==> config.mk <==
export PLATFORM = sky130hd
export DESIGN_NAME = audio_mixer_n
export DESIGN_NICKNAME = d
export VERILOG_FILES = /design/src/rtl/audio_mixer_n.sv
export SDC_FILE = /design/constraint.sdc
export NUM_CORES = 1
export LEC_CHECK = 0
export ABC_AREA = 0
export CAP_MARGIN = 20
export CORE_MARGIN = 2
export CORE_UTILIZATION = 60
export CTS_BUF_LIST = sky130_fd_sc_hd__clkbuf_4 sky130_fd_sc_hd__clkbuf_8
export DETAILED_ROUTE_END_ITERATION = 8
export DONT_BUFFER_PORTS = 1
export GPL_TIMING_DRIVEN = 0
export PLACE_DENSITY = 0.76
export SLEW_MARGIN = 30
export SYNTH_ARGS = -nofsm -noshare
export SYNTH_HDL_FRONTEND = slang
export SYNTH_SLANG_ARGS = --single-unit
==> constraint.sdc <==
create_clock -name clk100 -period 19.9 [get_ports clk100]
set_input_delay 3.98 -clock clk100 [delete_from_list [all_inputs] [get_ports clk100]]
set_output_delay 3.98 -clock clk100 [all_outputs]
set_load 0.05 [all_outputs]
==> src/rtl/audio_mixer_n.sv <==
// Time-multiplexed N-channel stereo mixer: one channel gain-MAC per cycle, then floor-shift and clamp.
// Strobe to valid_o takes NUM_CH+2 cycles; a strobe arriving mid-mix is dropped and flagged as overrun.
module audio_mixer_n #(
  parameter int NUM_CH   = 4,
  parameter int SAMPLE_W = 16,
  parameter int GAIN_W   = 8
) (
  input  logic                         clk100,
  input  logic                         rst,
  input  logic                         sample_stb_i,
  input  logic [NUM_CH*SAMPLE_W-1:0]   ch_data_i,
  input  logic [NUM_CH*GAIN_W-1:0]     ch_gain_i,
  input  logic [2*NUM_CH-1:0]          ch_route_i,
  input  logic                         clr_flags_i,
  output logic [SAMPLE_W-1:0]          left_o,
  output logic [SAMPLE_W-1:0]          right_o,
  output logic                         valid_o,
  output logic                         busy_o,
  output logic                         clip_l_o,
  output logic                         clip_r_o,
  output logic                         overrun_o
);

  localparam int PW = SAMPLE_W + GAIN_W + 1;
  localparam int AW = PW + $clog2(NUM_CH);
  localparam int IW = (NUM_CH > 1) ? $clog2(NUM_CH) : 1;
  localparam logic [IW-1:0] LAST_IDX = IW'(NUM_CH - 1);
  localparam logic signed [AW-1:0] SAT_MAX = {{(AW-SAMPLE_W+1){1'b0}}, {(SAMPLE_W-1){1'b1}}};
  localparam logic signed [AW-1:0] SAT_MIN = {{(AW-SAMPLE_W+1){1'b1}}, {(SAMPLE_W-1){1'b0}}};

  typedef enum logic [1:0] {S_IDLE, S_ACC, S_SAT} state_t;

  state_t                       state_q;
  logic [IW-1:0]                idx_q;
  logic signed [AW-1:0]         acc_l_q, acc_r_q;
  logic [NUM_CH*SAMPLE_W-1:0]   snap_data_q;
  logic [NUM_CH*GAIN_W-1:0]     snap_gain_q;
  logic [2*NUM_CH-1:0]          snap_route_q;
  logic [SAMPLE_W-1:0]          left_q, right_q;
  logic                         valid_q, busy_q, clip_l_q, clip_r_q, overrun_q;

  logic signed [SAMPLE_W-1:0]   cur_data;
  logic [GAIN_W-1:0]            cur_gain;
  logic [1:0]                   cur_route;
  logic signed [PW-1:0]         prod;
  logic signed [AW-1:0]         prod_ext;
  logic [SAMPLE_W-1:0]          left_d, right_d;
  logic                         clip_l_d, clip_r_d;

  // Returns {clipped, sample}; the shift floors because the accumulator is signed.
  function automatic logic [SAMPLE_W:0] clamp(input logic signed [AW-1:0] acc);
    logic signed [AW-1:0] s;
    s = acc >>> (GAIN_W - 1);
    if (s > SAT_MAX)
      clamp = {1'b1, SAT_MAX[SAMPLE_W-1:0]};
    else if (s < SAT_MIN)
      clamp = {1'b1, SAT_MIN[SAMPLE_W-1:0]};
    else
      clamp = {1'b0, s[SAMPLE_W-1:0]};
  endfunction

  always_comb begin
    cur_data  = snap_data_q[idx_q*SAMPLE_W +: SAMPLE_W];
    cur_gain  = snap_gain_q[idx_q*GAIN_W +: GAIN_W];
    cur_route = snap_route_q[2*idx_q +: 2];
    prod      = PW'(cur_data) * PW'($signed({1'b0, cur_gain}));
    prod_ext  = AW'(prod);
    {clip_l_d, left_d}  = clamp(acc_l_q);
    {clip_r_d, right_d} = clamp(acc_r_q);
  end

  always_ff @(posedge clk100 or posedge rst) begin
    if (rst) begin
      state_q      <= S_IDLE;
      idx_q        <= '0;
      acc_l_q      <= '0;
      acc_r_q      <= '0;
      snap_data_q  <= '0;
      snap_gain_q  <= '0;
      snap_route_q <= '0;
      left_q       <= '0;
      right_q      <= '0;
      valid_q      <= 1'b0;
      busy_q       <= 1'b0;
      clip_l_q     <= 1'b0;
      clip_r_q     <= 1'b0;
      overrun_q    <= 1'b0;
    end else begin
      valid_q <= 1'b0;
      if (clr_flags_i) begin
        clip_l_q  <= 1'b0;
        clip_r_q  <= 1'b0;
        overrun_q <= 1'b0;
      end
      // Later assignments below override the clear, so a set event wins.
      if (sample_stb_i && state_q != S_IDLE)
        overrun_q <= 1'b1;

      case (state_q)
        S_IDLE: begin
          if (sample_stb_i) begin
            snap_data_q  <= ch_data_i;
            snap_gain_q  <= ch_gain_i;
            snap_route_q <= ch_route_i;
            acc_l_q      <= '0;
            acc_r_q      <= '0;
            idx_q        <= '0;
            busy_q       <= 1'b1;
            state_q      <= S_ACC;
          end
        end
        S_ACC: begin
          if (cur_route[0]) acc_l_q <= acc_l_q + prod_ext;
          if (cur_route[1]) acc_r_q <= acc_r_q + prod_ext;
          idx_q <= idx_q + IW'(1);
          if (idx_q == LAST_IDX)
            state_q <= S_SAT;
        end
        S_SAT: begin
          left_q  <= left_d;
          right_q <= right_d;
          valid_q <= 1'b1;
          busy_q  <= 1'b0;
          if (clip_l_d) clip_l_q <= 1'b1;
          if (clip_r_d) clip_r_q <= 1'b1;
          state_q <= S_IDLE;
        end
        default: state_q <= S_IDLE;
      endcase
    end
  end

  assign left_o    = left_q;
  assign right_o   = right_q;
  assign valid_o   = valid_q;
  assign busy_o    = busy_q;
  assign clip_l_o  = clip_l_q;
  assign clip_r_o  = clip_r_q;
  assign overrun_o = overrun_q;

endmodule

==> results.ini, run 1 <==
[sta]
final.setup.tns_ps=0
worstMarginPinSlew_ps=849
rsz0062_at_grt=false
timing.final.crit_share_pct=47.1
fin_skew_ps=23.8
drv_slew=0
post-route-min-period_ps=9370
setup-violations-final=0
relSlewSlack_pct=43.4
max_freq_ghz=0.107
hold_viol=0

[floorplan]
rows=58
num_io_pins=145
placeableCoreArea_um2=25100
initial_utilization_pct=61.0
die_y_um=164
die-area_um2=26800
fp.dieW_um=164

[detailed_routing]
avgRoutedWirePerCell_um=18.2
first_iter_violations=832
drt_first_pass_iters=5
vias_per_cell=5.81
drcViolationCount=0
drtAntennaViolNets=0
via_count=12202
drt_wl_total_um=38100

[grt]
grt_pass1_vias=12602
grt_usage_pct=30.1
grt_pass1_wl_um=63400
grt_max_degree=90
antenna_found_initial=0
overflow=0

[synthesis]
synth_compound_area_share_pct=12.1
synth_edf_count=0
ys_seq_elements=199
postSynthAreaPerCell_um2=8.82
yosys.area.top_type=dfrtp_1
ys_top_cells_by_count=nand2_1 (453), dfrtp_1 (199), inv_1 (192), o21ai_0 (136), ha_1 (107)
synth-simple-area-share_pct=19.1
synth-seq-area-share_pct=32.5
ys.flop_type=dfrtp_1
synthArstFlopShare_pct=100
syn-num-nets=2056
muxShareOfSynthArea_pct=3.95
yosys_warnings=0
synth_cell_types=63
synth_adder_area_share_pct=22.3
yosysTopAreaCellShare_pct=32.5
synth_xor_area_share_pct=3.71
synth_most_common_cell=nand2_1
synth_top_family_by_area=adder cells
syn-instance-count=1737
synth_area_um2=15300
yosys-top-cells-area=dfrtp_1 (32%), fa_1 (14%), nand2_1 (11%)

[layout]
diodes=0
synthToLayoutAreaGrowth_pct=6.01
nets=2077
drive_gt1_share_pct=4.29
n_fill_cell=2118

[setup_path]
required_ps=20280
arrival_ps=9750
crit_path_start=idx_q[1]$_DFFE_PP0P_
cpMostUsedCell=fa_1
crit_slowest_cell=clkbuf_1
cp-start-kind=flop
slowest_delay_ps=630
cp_top_family=adder cells
cp_num_buf_inv=6
critPathMaxFanout=10
crit-reg2reg-launch=idx_q[1]$_DFFE_PP0P_
crit_path_end_kind=flop
critPathKind=flop to flop

[worst_hold_path]
hold_start=snap_data_q[51]$_DFFE_PP0P_
hold_path.class=flop to flop

[clocking]
cts_setup_buffers=0
cts_buffer_depth=2
clkLatencyLatePin_ps=500
path_clk_slew_ps=110
cts_root_buf=clkbuf_8
cts_tree=built
postCtsHoldBufs=0
cts_sinks=199
htree_levels=4
cts_inserted_buffers=17
cts_resized=0

[run]
cap_violations=0

[placement]
place_congestion=0.919
port_buffers=0
place_hpwl_um=29700

[outcome]
status=complete, no violations

==> sequential cells by signal (all words and copies together) (netlist names) <==
signal	flops
clip_l_o	1
overrun_o	1
right_o	16
acc_l_q	27
snap_data_q	64
valid_o	1
clip_r_o	1
idx_q	2
snap_route_q	8
snap_gain_q	32
busy_o	1
state_q	2
acc_r_q	27
left_o	16
==> per-stage QoR <==
stage / hold slack (ps) / utilization, % / area, um2 / setup WS (ps) / instances
6_report: 486 / 64.7 / 16200 / 10530 / 2101
5_1_grt: 504 / 64.7 / 16200 / 10050 / 2101
4_1_cts: 487 / 64.7 / 16200 / 10380 / 2101
3_5_place_dp: 458 / 62.9 / 15800 / 10480 / 2069
3_3_place_gp: 453 / 62.7 / 15700 / 8340 / 2067
2_1_floorplan: 440 / - / 15300 / 10490 / 1737
==> tightest hold or removal path, delay by kind of cell, from the launching register on <==
family | cells | cell delay, ps
flops | 1 | 360
simple gates | 2 | 100
==> worst paths after layout <==
kind | to | slack (ps) | cells after the start
min reg2reg | snap_data_q[51]$_DFFE_PP0P_ | 490 | 2
max in group asynchronous | acc_r_q[20]$_DFFE_PP0P_ | 15520 | 3
min | snap_data_q[51]$_DFFE_PP0P_ | 490 | 2
max | acc_r_q[26]$_DFFE_PP0P_ | 10530 | 29
min in group asynchronous | snap_gain_q[12]$_DFFE_PP0P_ | 3300 | 1
max reg2reg | acc_r_q[26]$_DFFE_PP0P_ | 10530 | 29
==> layer usage <==
| layer | track usage [%] | routed length [um] |
|---|---|---|
| met5 | 0 | 0 |
| met2 | 51.2 | 18400 |
| met1 | 39.7 | 16200 |
| met3 | 5.45 | 2770 |
| met4 | 8.33 | 741 |
==> cells by family (layout without fill, tap and decap cells) <==
| kind of cell | after synthesis | count (layout) |
|---|---|---|
| DFF | 199 | 199 |
| AOI/OAI and AO/OA | 300 | 300 |
| muxes | 28 | 28 |
| adders and majority gates | 211 | 211 |
| xor gates and xnor gates | 65 | 65 |
| and+or+nand+nor | 676 | 676 |
| buffers and inverters | 258 | 292 |
==> final cells by class <==
| class | instances | area, um2 | area share, % |
|---|---|---|---|
| Sequential cell | 199 | 4980 | 30.6 |
| Inverter | 192 | 728 | 4.48 |
| Timing Repair Buffer | 2 | 55.1 | 0.339 |
| Buffer | 66 | 250 | 1.54 |
| Tap cell | 330 | 413 | 2.54 |
| Multi-Input combinational cell | 1280 | 9380 | 57.7 |
| Clock buffer | 18 | 248 | 1.52 |
| Clock inverter | 14 | 196 | 1.21 |
==> cell usage in the layout, fill, tap and decap left out, drive strengths merged, types with 8 or more instances in the layout <==
master and count:
ha 107, a21o 20, clkbuf 76, dfrtp 199, and3 9, buf 10
a211oi 11, xnor2 35, a21oi 53, mux4 26, o21a 13, o21bai 9
o21ai 137, inv 198, nor3 11, xor2 30, nand2b 10, fa 104
nand3 55, nand4 8, nand2 453, and2 65, nor2 42
Power of run 1 is not shown: default switching activity piles up to over one toggle a cycle in this logic, so the estimate is an artifact.
==> run 2, diff against run 1 <==
- clock period: 19.9 -> 8.7 ns (I/O delays scaled with it)
==> run 2 against run 1 <==
  * Utilization increased by 0.21 points
  * Maximum frequency increased by 12%
  * Die area unchanged
  * Non-clock buffer count decreased by 1
  * First-iteration DRC count increased by 4.7%
  * Cell area increased by 0.32%
  * Critical endpoint unchanged
==> results.ini, run 2 (same netlist as run 1, synthesis figures left out) <==
[setup_path]
cp-start-kind=flop
arrival_ps=8780  ; -970 ps
critPathMaxFanout=10  ; unchanged
crit_path_end_kind=flop
required_ps=9080  ; -11200 ps
critPathKind=flop to flop
crit_slowest_cell=fa_1
cpMostUsedCell=fa_1
slowest_delay_ps=550  ; -80 ps
worstRegToRegCells=28  ; -3.4%

[layout]
final_cells=2100  ; -0.048%
nets=2076  ; -0.048%
diodes=0  ; unchanged
largest_reg_flops=64  ; unchanged
final_common_cell=nand2_1
top_regs=snap_data_q (64), snap_gain_q (32)
final_cell_mix=nand2_1 (453), dfrtp_1 (198), inv_1 (191)
top_register=snap_data_q
synthToLayoutAreaGrowth_pct=6.35
n_fill_cell=2110  ; -0.38%
drive_gt1_share_pct=4.92  ; +0.62 points

[floorplan]
fp.dieW_um=164  ; unchanged
die_y_um=164  ; unchanged
placeableCoreArea_um2=25100  ; unchanged
initial_utilization_pct=61.0  ; unchanged
num_io_pins=145  ; unchanged
rows=58  ; unchanged
die-area_um2=26800  ; unchanged

[detailed_routing]
avgRoutedWirePerCell_um=18.2  ; +0.10%
first_iter_violations=871  ; +4.7%
drt-met1-wl_um=16200  ; -0.28%
drtAntennaViolNets=0  ; unchanged
via_count=12218  ; +0.13%
drt_first_pass_iters=5  ; unchanged
vias_per_cell=5.82  ; +0.18%
drt_wl_total_um=38200  ; about the same
drcViolationCount=0  ; unchanged
wl_met2_um=18100  ; -1.5%
wl_met3_um=2880  ; +4.1%
top_layer=met4

[run]
cap_violations=0  ; unchanged

[grt]
grt_pass1_wl_um=63300  ; about the same
antenna_found_initial=0  ; unchanged
grt_usage_pct=30.1  ; about the same
overflow=0  ; unchanged
grt_pass1_vias=12608  ; +0.048%
grt_max_degree=90  ; unchanged

[sta]
setup-violations-final=0  ; unchanged
timing.final.crit_share_pct=96.6  ; +49 points
setup_ws_ps=298  ; -10230 ps
hold_slack_ps=486  ; +0.0830 ps
hold_viol=0  ; unchanged
worstMarginPinSlew_ps=801  ; -48.3 ps
post-route-min-period_ps=8400  ; -970 ps
max_freq_ghz=0.119  ; +12%
relSlewSlack_pct=46.6  ; +3.2 points
fin_skew_ps=24.0  ; +0.220 ps
drv_slew=0  ; unchanged
rsz0062_at_grt=false

[clocking]
cts_buffer_depth=2  ; unchanged
clkLatencyLatePin_ps=500  ; about the same
htree_levels=4  ; unchanged
postCtsHoldBufs=0  ; unchanged
path_clk_slew_ps=110  ; about the same
cts_root_buf=clkbuf_8
cts_tree=built
cts_sinks=199  ; unchanged
cts_inserted_buffers=17  ; unchanged

[placement]
place_congestion=0.919  ; unchanged
dpl.cell_count=2069  ; unchanged
port_buffers=0  ; unchanged
place_hpwl_um=29700  ; unchanged
place_ws_ps=-723  ; -11200 ps

[outcome]
status=complete, no violations

[worst_hold_path]
hold_path.class=flop to flop
hold_depth=2  ; unchanged

==> run 2: changes by cell type in the layout (fill, tap and decap cells not counted), sizes merged <==
cell,previous run,this run
clkbuf,76,75
==> run 2: through the flow <==
stage                     setup TNS [ps]  utilization (%)  instance area, um2
after floorplan                        0                -               15300
after global placement           -121380             62.7               15700
after detailed placement           -3930             62.9               15800
after CTS                              0             64.8               16300
after global routing                   0             64.9               16300
final                                  0             64.9               16300
==> run 2: worst paths after layout <==
| check | startpoint | endpoint | slack, ps |
|---|---|---|---|
| worst max-delay path | idx_q[0]$_DFFE_PP0P_ | acc_r_q[26]$_DFFE_PP0P_ | 300 |
| worst min-delay path | snap_data_q[51]$_DFFE_PP0P_ | snap_data_q[51]$_DFFE_PP0P_ | 490 |
| worst max register to register | idx_q[0]$_DFFE_PP0P_ | acc_r_q[26]$_DFFE_PP0P_ | 300 |
| worst min register to register | snap_data_q[51]$_DFFE_PP0P_ | snap_data_q[51]$_DFFE_PP0P_ | 490 |
| max in group asynchronous | rst | acc_r_q[20]$_DFFE_PP0P_ | 6560 |
| min in group asynchronous | rst | snap_gain_q[12]$_DFFE_PP0P_ | 1060 |
==> run 2: area by class of cell <==
class	instances	area [um2]	share of cell area (%)
clock inverters	14	196	1.21
inverters	192	728	4.47
plain buffers	65	263	1.61
well taps	330	413	2.53
multi-input cells	1280	9420	57.8
clock buffers	18	248	1.52
repair buffers	2	55.1	0.338
flip-flops and latches	199	4980	30.6
==> run 2: metal layers <==
| layer | up-vias | GRT usage, % |
|---|---|---|
| li1 | 5730 | - |
| met1 | 5969 | 39.6 |
| met2 | 455 | 51.1 |
| met3 | 64 | 5.53 |
| met4 | 0 | 8.73 |
| met5 | - | 0 |
==> run 2: what timing repair did <==
item,in CTS,in global routing
buffers inserted,0,0
endpoints found under the setup margin,11,8
resized for setup,10,18
cloned,0,0
==> run 2: worst max-delay path, delay by kind of cell, from the launching register on <==
kind	cells	cell delay, ps
AND/OR/NAND/NOR	5	1160
AO/OA/AOI/OAI	10	2260
flip-flops	1	400
adder cells (fa/ha/maj)	6	2770
buffers and inverters	5	890
XOR/XNOR	1	290
multiplexers	1	530
Power of run 2 is left out for the same reason.
